### config.mk
export PLATFORM = sky130hd
export DESIGN_NAME = lsu_subword
export DESIGN_NICKNAME = d
export VERILOG_FILES = /design/src/rtl/lsu_subword.sv
export SDC_FILE = /design/constraint.sdc
export NUM_CORES = 1
export LEC_CHECK = 0
export ABC_AREA = 1
export CORE_MARGIN = 1
export CORE_UTILIZATION = 51
export CTS_CLUSTER_DIAMETER = 60
export DETAILED_ROUTE_END_ITERATION = 8
export PLACE_DENSITY = 0.95
export SYNTH_ARGS = -nofsm -noshare
export SYNTH_HDL_FRONTEND = slang
export SYNTH_SLANG_ARGS = --single-unit
### constraint.sdc
create_clock -name clk -period 11.2 [get_ports clk]
set_clock_uncertainty 0.15 [all_clocks]
set_input_delay 2.24 -clock clk [delete_from_list [all_inputs] [get_ports clk]]
set_output_delay 2.24 -clock clk [all_outputs]
set_load 0.02 [all_outputs]
### src/rtl/lsu_subword.sv
// lsu_subword: byte/half/word load-store unit in front of a word-only memory port.
// Loads pick and extend one lane of the addressed word. Sub-word stores read the
// word, merge the new lane in and write the whole word back.
// Build option: define MISALIGN_TRAP_EN to answer misaligned requests with
// resp_error instead of silently aligning them.
//
// Handshake: a request is taken on a rising clk edge where req_valid and req_ready
// are both high. req_ready is high only in IDLE, so one transaction is in flight at
// a time and the req_* inputs are ignored while busy. resp_valid is a single-cycle
// pulse with no back-pressure; resp_rdata/resp_error stay valid until the next response.
module lsu_subword #(
  parameter int RESP_REG = 1
) (
  input  logic        clk,
  input  logic        reset,
  input  logic        req_valid,
  output logic        req_ready,
  input  logic        req_we,
  input  logic [1:0]  req_size,
  input  logic        req_unsigned,
  input  logic [31:0] req_addr,
  input  logic [31:0] req_wdata,
  output logic        resp_valid,
  output logic [31:0] resp_rdata,
  output logic        resp_error,
  output logic [31:0] mem_ra,
  input  logic [31:0] mem_rd,
  output logic        mem_we,
  output logic [31:0] mem_wa,
  output logic [31:0] mem_wd
);

  typedef enum logic [2:0] {
    S_IDLE  = 3'd0,
    S_LOAD  = 3'd1,
    S_MERGE = 3'd2,
    S_WRITE = 3'd3,
    S_RESP  = 3'd4
  } state_t;

  state_t      state_q, state_d;
  logic [1:0]  size_q;
  logic        uns_q;
  logic [31:0] addr_q;
  logic [15:0] wdata_q;
  logic [31:0] wd_q;
  logic [31:0] rdata_q;
  logic [31:0] acc_addr;
  logic [31:0] word_addr;
  logic [31:0] load_ext;
  logic [31:0] merged;
  logic [7:0]  lane_b;
  logic [15:0] lane_h;

`ifdef MISALIGN_TRAP_EN
  logic misalign;
  logic err_q;

  // Half with addr[0] set, or word (size 10/11) with any low bit set, is misaligned.
  always_comb begin
    misalign = ((req_size == 2'b01) && req_addr[0]) ||
               (req_size[1] && (req_addr[1:0] != 2'b00));
  end
`endif

  // Clear the low address bits a half or word access cannot use.
  always_comb begin
    acc_addr = req_addr;
    if (req_size == 2'b01) begin
      acc_addr[0] = 1'b0;
    end else if (req_size[1]) begin
      acc_addr[1:0] = 2'b00;
    end
  end

  assign word_addr = {addr_q[31:2], 2'b00};

  // Select the addressed lane of the read word and sign/zero extend it.
  always_comb begin
    lane_b = mem_rd[{addr_q[1:0], 3'b000} +: 8];
    lane_h = addr_q[1] ? mem_rd[31:16] : mem_rd[15:0];
    case (size_q)
      2'b00:   load_ext = {{24{~uns_q & lane_b[7]}}, lane_b};
      2'b01:   load_ext = {{16{~uns_q & lane_h[15]}}, lane_h};
      default: load_ext = mem_rd;
    endcase
  end

  // Replace the addressed byte or half of the read word with the store data.
  always_comb begin
    merged = mem_rd;
    if (size_q == 2'b00) begin
      merged[{addr_q[1:0], 3'b000} +: 8] = wdata_q[7:0];
    end else begin
      merged[{addr_q[1], 4'b0000} +: 16] = wdata_q;
    end
  end

  // State register; reset abandons any transaction in flight.
  always_ff @(posedge clk or posedge reset) begin
    if (reset) begin
      state_q <= S_IDLE;
    end else begin
      state_q <= state_d;
    end
  end

  // Next state: loads read once, word stores write directly, sub-word stores merge first.
  always_comb begin
    state_d = state_q;
    case (state_q)
      S_IDLE: begin
        if (req_valid) begin
          if (!req_we) begin
            state_d = S_LOAD;
          end else if (req_size[1]) begin
            state_d = S_WRITE;
          end else begin
            state_d = S_MERGE;
          end
`ifdef MISALIGN_TRAP_EN
          if (misalign) begin
            state_d = S_RESP;
          end
`endif
        end
      end
      S_LOAD:  state_d = S_RESP;
      S_MERGE: state_d = S_WRITE;
      S_WRITE: state_d = S_RESP;
      S_RESP:  state_d = S_IDLE;
      default: state_d = S_IDLE;
    endcase
  end

  // Request latch, merged write word and response data.
  always_ff @(posedge clk or posedge reset) begin
    if (reset) begin
      size_q  <= 2'b00;
      uns_q   <= 1'b0;
      addr_q  <= '0;
      wdata_q <= '0;
      wd_q    <= '0;
      rdata_q <= '0;
`ifdef MISALIGN_TRAP_EN
      err_q   <= 1'b0;
`endif
    end else begin
      case (state_q)
        S_IDLE: begin
          if (req_valid) begin
            size_q  <= req_size;
            uns_q   <= req_unsigned;
            addr_q  <= acc_addr;
            wdata_q <= req_wdata[15:0];
            wd_q    <= req_wdata;
`ifdef MISALIGN_TRAP_EN
            if (misalign) begin
              rdata_q <= '0;
              err_q   <= 1'b1;
            end
`endif
          end
        end
        S_LOAD: begin
          // Only the registered response path exists; RESP_REG=0 is reserved.
          if (RESP_REG != 0) begin
            rdata_q <= load_ext;
          end
`ifdef MISALIGN_TRAP_EN
          err_q <= 1'b0;
`endif
        end
        S_MERGE: begin
          wd_q <= merged;
        end
        S_WRITE: begin
          rdata_q <= '0;
`ifdef MISALIGN_TRAP_EN
          err_q <= 1'b0;
`endif
        end
        default: begin
        end
      endcase
    end
  end

  // Memory port and handshake outputs decoded from the current state.
  always_comb begin
    req_ready  = (state_q == S_IDLE);
    resp_valid = (state_q == S_RESP);
    mem_ra     = ((state_q == S_LOAD) || (state_q == S_MERGE)) ? word_addr : 32'd0;
    mem_we     = (state_q == S_WRITE);
    mem_wa     = (state_q == S_WRITE) ? word_addr : 32'd0;
    mem_wd     = (state_q == S_WRITE) ? wd_q : 32'd0;
  end

  assign resp_rdata = rdata_q;
`ifdef MISALIGN_TRAP_EN
  assign resp_error = err_q;
`else
  assign resp_error = 1'b0;
`endif

endmodule

Yosys cells after proc, flatten, opt, wreduce, memory -nomap -nowiden
Index checks and enable logic that the tools add are counted.
{"block": "totals", "ff_bits": 118, "inputBits": 103, "out_inout_bits": 132, "word_cells": 50}
{"block": "op_classes", "n_addsub": 2, "n_eq_ne": 7, "shift": 5, "mux": 18, "bitwise_logic": 3, "n_reduce_logical": 8}
{"operator": "case mux 32 bit (2 select lines)", "count": 3}
{"operator": "2-to-1 mux 32 bit", "count": 5}
{"operator": "bitwise mux 32 bit", "count": 2}
{"operator": "variable shift 16 x 7 -> 32 bit, first input constant", "count": 1}
{"operator": "variable shift 8 x 7 -> 32 bit, first input constant", "count": 1}
{"operator": "indexed part select 16 x 7 -> 32 bit", "count": 1}
{"operator": "indexed part select 32 x 6 -> 8 bit", "count": 1}
{"operator": "indexed part select 8 x 7 -> 32 bit", "count": 1}
{"operator": "2-to-1 mux 16 bit", "count": 1}
{"operator": "negator 5 -> 7 bit", "count": 2}
{"operator": "case mux 3 bit (3 select lines)", "count": 1}
{"operator": "== test 3 x 2 -> 1 bit, second input constant", "count": 2}
{"operator": "== test 2 x 1 -> 1 bit, second input constant", "count": 2}
{"operator": "2-to-1 mux 2 bit", "count": 2}
{"operator": "AND reduction 2 bit", "count": 2}
{"operator": "nonzero test 2 bit", "count": 2}
{"operator": "== test 3 x 1 -> 1 bit, second input constant", "count": 1}
{"operator": "== test 3 bit, second input constant", "count": 1}
{"operator": "zero test 3 bit", "count": 1}
{"operator": "2-to-1 mux 1 bit", "count": 3}
{"operator": "2-to-1 mux 3 bit", "count": 1}
{"operator": "AND 1 bit", "count": 2}
{"operator": "zero test 2 bit", "count": 1}
{"operator": "!= test 2 bit, second input constant", "count": 1}
{"operator": "other kinds (3)", "count": 3}

Longest topological paths before layout
Gate-level depths: netlist of the first run.
{"block": "depth", "ltp_word": 5, "depth_mapped": 11}

Worst setup path before layout of the first run
OpenSTA, ideal clock, no wires.
{"block": "synth_timing", "kind": "register to output", "startpoint": "register state_q[0]", "endpoint": "output mem_wa[10]", "arrival_time_ns": 1.477, "setup_slack_ns": 7.333, "path_stages_with_launch": 8, "path_cell_list": "dfrtp_1 inv_1 nor2_4 inv_2 nor2_2 inv_2 buf_6 nor2_1"}
{"block": "synth_between", "elab_chain_cells": 2}
{"item": "start: declaration", "line": "41", "source": "state_t state_q, state_d;"}
{"item": "start signal: assignment", "line": "104", "source": "state_q <= state_d;"}
{"item": "== test 3 x 2 -> 1 bit"}
{"item": "via mem_we", "line": "28", "source": "output logic mem_we,"}
{"item": "2-to-1 mux 32 bit", "line": "195", "source": "mem_wa = (state_q == S_WRITE) ? word_addr : 32'd0;"}
{"item": "end: declaration", "line": "29", "source": "output logic [31:0] mem_wa,"}
The timed path passes the listed nets, and every way through them passes these cells.

Worst setup path in the final report of the first run
{"block": "layout_timing", "startpoint": "register state_q[0]", "endpoint": "output mem_wd[31]"}
{"block": "layout_between", "elab_chain_cells": 2}
{"item": "== test 3 x 2 -> 1 bit", "line": "196", "source": "mem_wd = (state_q == S_WRITE) ? wd_q : 32'd0;"}
{"item": "2-to-1 mux 32 bit", "line": "196"}
{"item": "end: declaration", "line": "30", "source": "output logic [31:0] mem_wd"}
No other way between the ends.

==> summary.md, run 1 <==
| Metric | Value |
|---|---|
| Die area | 14600 um^2 |
| Port-buffer cells | 229 |
| Fin util | 72.2% |
| Resized cells post-CTS | 0 |
| Static Leak | 4.66 nW |
| Iter 0 DRT Violations | 868 |
| CTS tree | built |
| Hold Buf Count CTS | 0 |
| I/O Pins | 235 |
| MaxCap Viol Count | 0 |
| Number of global-route vias before repair | 7527 |
| Highest Clock Rate | 184 MHz |
| WL/cell | 16.2 um |
| Layout cells sized above 1 | 4.69% |
| Wire length of the first global-routing pass | 37.3 mm |
| Worst Path Arrival | 3060 ps |
| Antenna-violating nets left | 0 |
| Antenna violations before repair | 0 |
| Area delta synth->final | 38.7% |
| Final hold vios | 0 |
| Clk buf depth | 2 |
| Synth area leaders | dfrtp_1 (41%), nand2_1 (14%), o21ai_0 (12%), inv_1 (7.1%), nor2_1 (6.8%) |
| Clk root buf | clkbuf_16 |
| Slew @ Worst Pin | 1080 ps |
| Final setup TNS | 0 ps |
| Mean Syn Cell Area | 6.83 um^2 |
| Post-Route WL | 23.3 mm |
| Die Ht | 121 um |
| DP Cell Count | 1406 |
| Total global routing overflow | 0 |
| Seq cells post-synth | 118 |
| Setup Viol. Count Final | 0 |
| Total Routing Usage GR | 33.1% |
| Num rows | 43 |
| Nets | 1353 |
| Tmin final | 5450 ps |
| Hold slack | 333 ps |
| Core Area | 13800 um^2 |
| Min setup slack post-route | 5750 ps |
| Initial Util | 52.0% |
| RD Place Congestion | 0.918 |
| CP endpoint kind | output pin |
| Top-area cell type share of the netlist area | 41.0% |
| Max rail drop VDD | 145 uV |
| Cell taking the most area after synthesis | dfrtp_1 |
| Vias | 7797 |
| DRC | 0 |
| CTS H-Tree Depth | 4 |
| Status | completed |
| TritonRoute pass-1 iters | 6 |
| WP data required | 8810 ps |
| Pwr dens | 275 nW/um^2 |
| DP Wirelength | 16.2 mm |
| Diodes inserted | 0 |
| CP max FO | 62 |
| Slew Limit Fails | 0 |
| Clk_lat worst skew | 420 ps |
| RSZ-0062 raised after global routing | no |
| Worst hold path class | register to register |
| Critical path startpoint category | register |
| Placed cell areas | 9360 um^2 |
| Total chip power | 2.75 mW |
| Sink Count | 118 |
| Syn. warnings | 0 |
| CTS Buf Count | 17 |
| Post-CTS setup buffer count | 0 |
| Synthesized instance count | 1054 |
| Final Non-Filler Cells | 1437 |
| Relative slew slack | 28.2% |
| Place WS | 6130 ps |
| Fin crit share | 48.6% |
| Post-Syn Area | 7200 um^2 |
| Kind of critical path | register to output pin |
| Post-synthesis cell type count | 28 |
| Die width | 121 um |
| Vias per cell | 5.43 |
| Clk pin slew, worst setup/hold paths | 50 ps |
| Largest net degree at the start of global routing | 89 |
| Sequential area share after synthesis | 41.0% |
| Final instance area | 9980 um^2 |
==> cells in the mapped netlist <==
master	n
inv_2	9
o21ai_0	168
nand4_1	1
nand2_2	5
ha_1	5
buf_4	13
nand3b_1	1
buf_2	23
nor2_1	130
clkbuf_1	17
nor3_1	1
nand3_1	44
inv_1	137
nor2_2	1
or2_2	1
nand2_1	274
a21oi_1	51
nor2_4	3
inv_4	1
buf_6	11
conb_1	1
nand2_4	3
o21ai_1	3
nor3_4	1
o211ai_1	29
clkinv_1	2
dfrtp_1	118
buf_1	1
==> metal layers <==
metal / routed length, um / up-vias / part of all wire (%) / GRT usage, %
met1: 8910 / 3581 / 38 / 40.7
li1: - / 3684 / - / -
met3: 2150 / 78 / 9.2 / 7.69
met4: 833 / 0 / 3.6 / 16.0
met5: 0 / - / 0 / 0
met2: 11400 / 454 / 49 / 54.9
==> cells by family (layout without fill, tap and decap cells) <==
kind of cell	Yosys count	count (layout)	synth area share (%)
AO/OA/AOI/OAI	251	251	18.5
adder cells (fa/ha/maj)	5	5	0.869
buffers and inverters	214	413	13.4
flip-flops	118	118	41.0
other	1	5	0.0521
AND/OR/NAND/NOR	465	465	26.2
==> layout make-up <==
cell class	instances	area, um^2
sequential	118	2950
multi-input combinational	726	3290
inverter	149	564
fill	1076	3840
clock buffer	22	474
clock inverter	9	149
timing repair buffer	233	2320
tap	180	225
==> worst max-delay path, stage by stage, from the launching register on <==
cell             delay (ps)
dfrtp_1                 420
inv_1                   120
nor2_4                   50
inv_2                   400
nor2_2                   80
inv_2                   770
nor2_1                  160
clkdlybuf4s50_1         590
==> cells in the final DEF (no fill, tap or decap) <==
master           Yosys  layout
a21oi_1             51      51
buf_4               13       4
bufinv_16            0       4
clkbuf_1            17       2
clkbuf_16            0      17
clkbuf_8             0       3
clkdlybuf4s50_1      0     229
clkinv_1             2       2
clkinv_2             0       4
clkinv_4             0       1
conb_1               1       5
dfrtp_1            118     117
dfrtp_2              0       1
ha_1                 5       5
inv_1              137     136
inv_2                9       9
inv_4                1       2
nand2_1            274     274
nand2_2              5       5
nand2_4              3       3
nand3_1             44      44
nand3b_1             1       1
nand4_1              1       1
nor2_1             130     130
nor2_2               1       1
nor2_4               3       3
nor3_1               1       1
nor3_4               1       1
o211ai_1            29      29
o21ai_0            168     168
o21ai_1              3       3
or2_2                1       1
==> final timing paths <==
check,startpoint,endpoint,slack [ps],depth (start not counted)
worst max-delay path,state_q[0],mem_wd[31],5750,7
worst min-delay path,resp_rdata[13],resp_rdata[13],330,2
worst max register to register,addr_q[1],wd_q[14],7880,8
worst min register to register,resp_rdata[13],resp_rdata[13],330,2
max in group asynchronous,reset,addr_q[1],7500,3
min in group asynchronous,reset,addr_q[25],2110,2
==> where the power goes <==
part	leakage [nW]	switching, mW	internal, mW
sequential	1.46	0.127	0.630
clock	0.310	0.191	0.387
combinational	2.89	0.913	0.501
total	4.66	1.23	1.52
==> state kept, by name, summed over array words and instances, names as in the netlist <==
| register | flops |
|---|---|
| wdata_q | 16 |
| uns_q | 1 |
| size_q | 2 |
| addr_q | 32 |
| wd_q | 32 |
| state_q | 3 |
| resp_rdata | 32 |
Note: power is estimated with default switching activity, not from simulation.
==> run 2: changes to the inputs <==
- CORE_UTILIZATION: 51 -> 47
- PLACE_DENSITY: 0.95 -> 0.89
- clock period: 11.2 -> 5.67 ns (I/O delays scaled with it)
==> summary.md, run 2 (synthesis gave the netlist of run 1 again) <==
| Metric | Value |
|---|---|
| Post-Route WL | 22.4 mm (was 23.3 mm) |
| Slew Limit Fails | 0 (unchanged) |
| I/O Pins | 235 (unchanged) |
| DP Wirelength | 16.2 mm (about the same) |
| Bufs and invs on worst path | 4 (unchanged) |
| RD Place Congestion | 0.921 (was 0.918) |
| CTS Buf Count | 17 (unchanged) |
| Initial Util | 48.8% (was 52.0%) |
| Worst hold path class | register to register (unchanged) |
| Largest net degree at the start of global routing | 89 (unchanged) |
| Status | completed (unchanged) |
| Num rows | 44 (was 43) |
| Highest Clock Rate | 236 MHz |
| Clock share of power | 20.8% (was 21.0%) |
| Fin crit share | 74.9% |
| Min setup slack post-route | 1420 ps (was 5750 ps) |
| Vias | 7592 (was 7797) |
| Die width | 126 um (was 121 um) |
| Top Family by Delay on Critical Path | buffers and inverters (unchanged) |
| Most frequent cells in the layout | nand2_1 (274), clkdlybuf4s50_1 (229), o21ai_0 (168), inv_1 (136), nor2_1 (130) (unchanged) |
| Hold Buf Count CTS | 0 (unchanged) |
| Worst Path Arrival | 2960 ps (was 3060 ps) |
| Clk buf depth | 2 (unchanged) |
| Slowest cell on crit path | inv_2 (unchanged) |
| Resized cells post-CTS | 0 (unchanged) |
| Vias per cell | 5.26 (was 5.43) |
| Max rail drop VDD | 260 uV (was 145 uV) |
| Place WS | 1800 ps (was 6130 ps) |
| Clk pin slew, worst setup/hold paths | 50 ps (about the same) |
| Tmin final | 4250 ps |
| Core Area | 14800 um^2 (was 13800 um^2) |
| CP max FO | 62 (unchanged) |
| Sink Count | 118 (unchanged) |
| Diodes inserted | 0 (unchanged) |
| Antenna violations before repair | 0 (unchanged) |
| Total Routing Usage GR | 28.5% (was 33.1%) |
| Iter 0 DRT Violations | 571 (was 868) |
| WP data required | 4390 ps (was 8810 ps) |
| CTS H-Tree Depth | 4 (unchanged) |
| Number of global-route vias before repair | 7091 (was 7527) |
| Sw frac | 44.5% (was 44.8%) |
| TritonRoute pass-1 iters | 6 (unchanged) |
| Worst-path cell chain | inv_1, nor2_4, inv_2, nor2_2, inv_2, nor2_1, clkdlybuf4s50_1 (unchanged) |
| WL/cell | 15.5 um (was 16.2 um) |
| Antenna-violating nets left | 0 (unchanged) |
| Nets | 1355 (was 1353) |
| Total global routing overflow | 0 (unchanged) |
| Commonest non-fill, non-tap cell in the layout | nand2_1 (unchanged) |
| DRC | 0 (unchanged) |
| Final hold vios | 0 (unchanged) |
| Slew @ Worst Pin | 1030 ps (was 1080 ps) |
| Clk root buf | clkbuf_16 (unchanged) |
| Die area | 15800 um^2 (was 14600 um^2) |
| Crit path largest cell delay | 720 ps (was 770 ps) |
| Final setup TNS | 0 ps (unchanged) |
| Int Power | 2.97 mW (was 1.52 mW) |
| RSZ-0062 raised after global routing | no (unchanged) |
| MaxCap Viol Count | 0 (unchanged) |
| Die Ht | 126 um (was 121 um) |
| Clk_lat worst skew | 420 ps (about the same) |
| Most frequent CP cell | inv_2 (unchanged) |
| Setup Viol. Count Final | 0 (unchanged) |
| Layout cells sized above 1 | 4.92% (was 4.69%) |
| CP endpoint kind | output pin (unchanged) |
| Fillers | 1204 (was 1076) |
| Register share of total power | 27.7% (was 27.5%) |
| Gate power share | 51.5% (was 51.4%) |
| CTS tree | built (unchanged) |
| Static Leak | 4.66 nW (about the same) |
| Port-buffer cells | 229 (unchanged) |
| Wire length of the first global-routing pass | 35.4 mm (was 37.3 mm) |
| Net Switching | 2.38 mW (was 1.23 mW) |
| Critical path startpoint category | register (unchanged) |
| Pwr dens | 536 nW/um^2 (was 275 nW/um^2) |
| Area delta synth->final | 38.8% (was 38.7%) |
| Kind of critical path | register to output pin (unchanged) |
| Relative slew slack | 31.5% (was 28.2%) |
| Post-CTS setup buffer count | 0 (unchanged) |
[run 2: metal layers]
layer / vias up / track usage [%] / part of all wire [%]
met5: - / 0 / 0
met4: 0 / 11.8 / 3.0
met3: 58 / 7.14 / 8.8
met2: 396 / 47.3 / 47
met1: 3447 / 35.5 / 41
li1: 3691 / - / -
[run 2: final cells by class]
cell class	instances	area (um^2)	area share [%]
sequential	118	2950	29.6
inverter	149	564	5.65
multi-input combinational	726	3290	33.0
clock buffer	23	488	4.88
clock inverter	9	123	1.23
timing repair buffer	235	2340	23.4
tap	184	230	2.30
[run 2: worst min-delay path, cell delays in order, from the launching register on]
cell and delay, ps:
dfrtp_1 330, nand2_1 50, nand2_1 60
[run 2: worst paths after layout]
path / startpoint / to / slack, ps / depth (start not counted)
min in group asynchronous: reset / addr_q[21] / 900 / 2
max in group asynchronous: reset / addr_q[1] / 3520 / 3
min: resp_rdata[8] / resp_rdata[8] / 330 / 2
max: state_q[0] / mem_wa[2] / 1420 / 7
max reg2reg: addr_q[1] / wd_q[25] / 2530 / 8
min reg2reg: resp_rdata[8] / resp_rdata[8] / 330 / 2
[run 2: power by group through the flow]
stage          clock, mW  combinational (mW)  sequential, mW
6_report            1.11                2.76            1.48
2_1_floorplan          0                1.82            1.52
3_5_place_dp           0                2.72            1.49
5_1_grt             1.16                3.05            1.52
3_3_place_gp           0                2.65            1.47
4_1_cts             1.13                2.75            1.48
[run 2: through the flow]
stage	power, mW	instance area (um^2)	hold WS [ps]	instances	utilization, %
global placement	4.12	9380	314	1412	63.6
global route	5.73	9990	351	1444	67.7
floorplan	3.34	7210	344	1058	-
finish	5.35	9990	331	1444	67.7
detailed placement	4.21	9380	321	1412	63.6
CTS	5.35	9990	335	1444	67.7
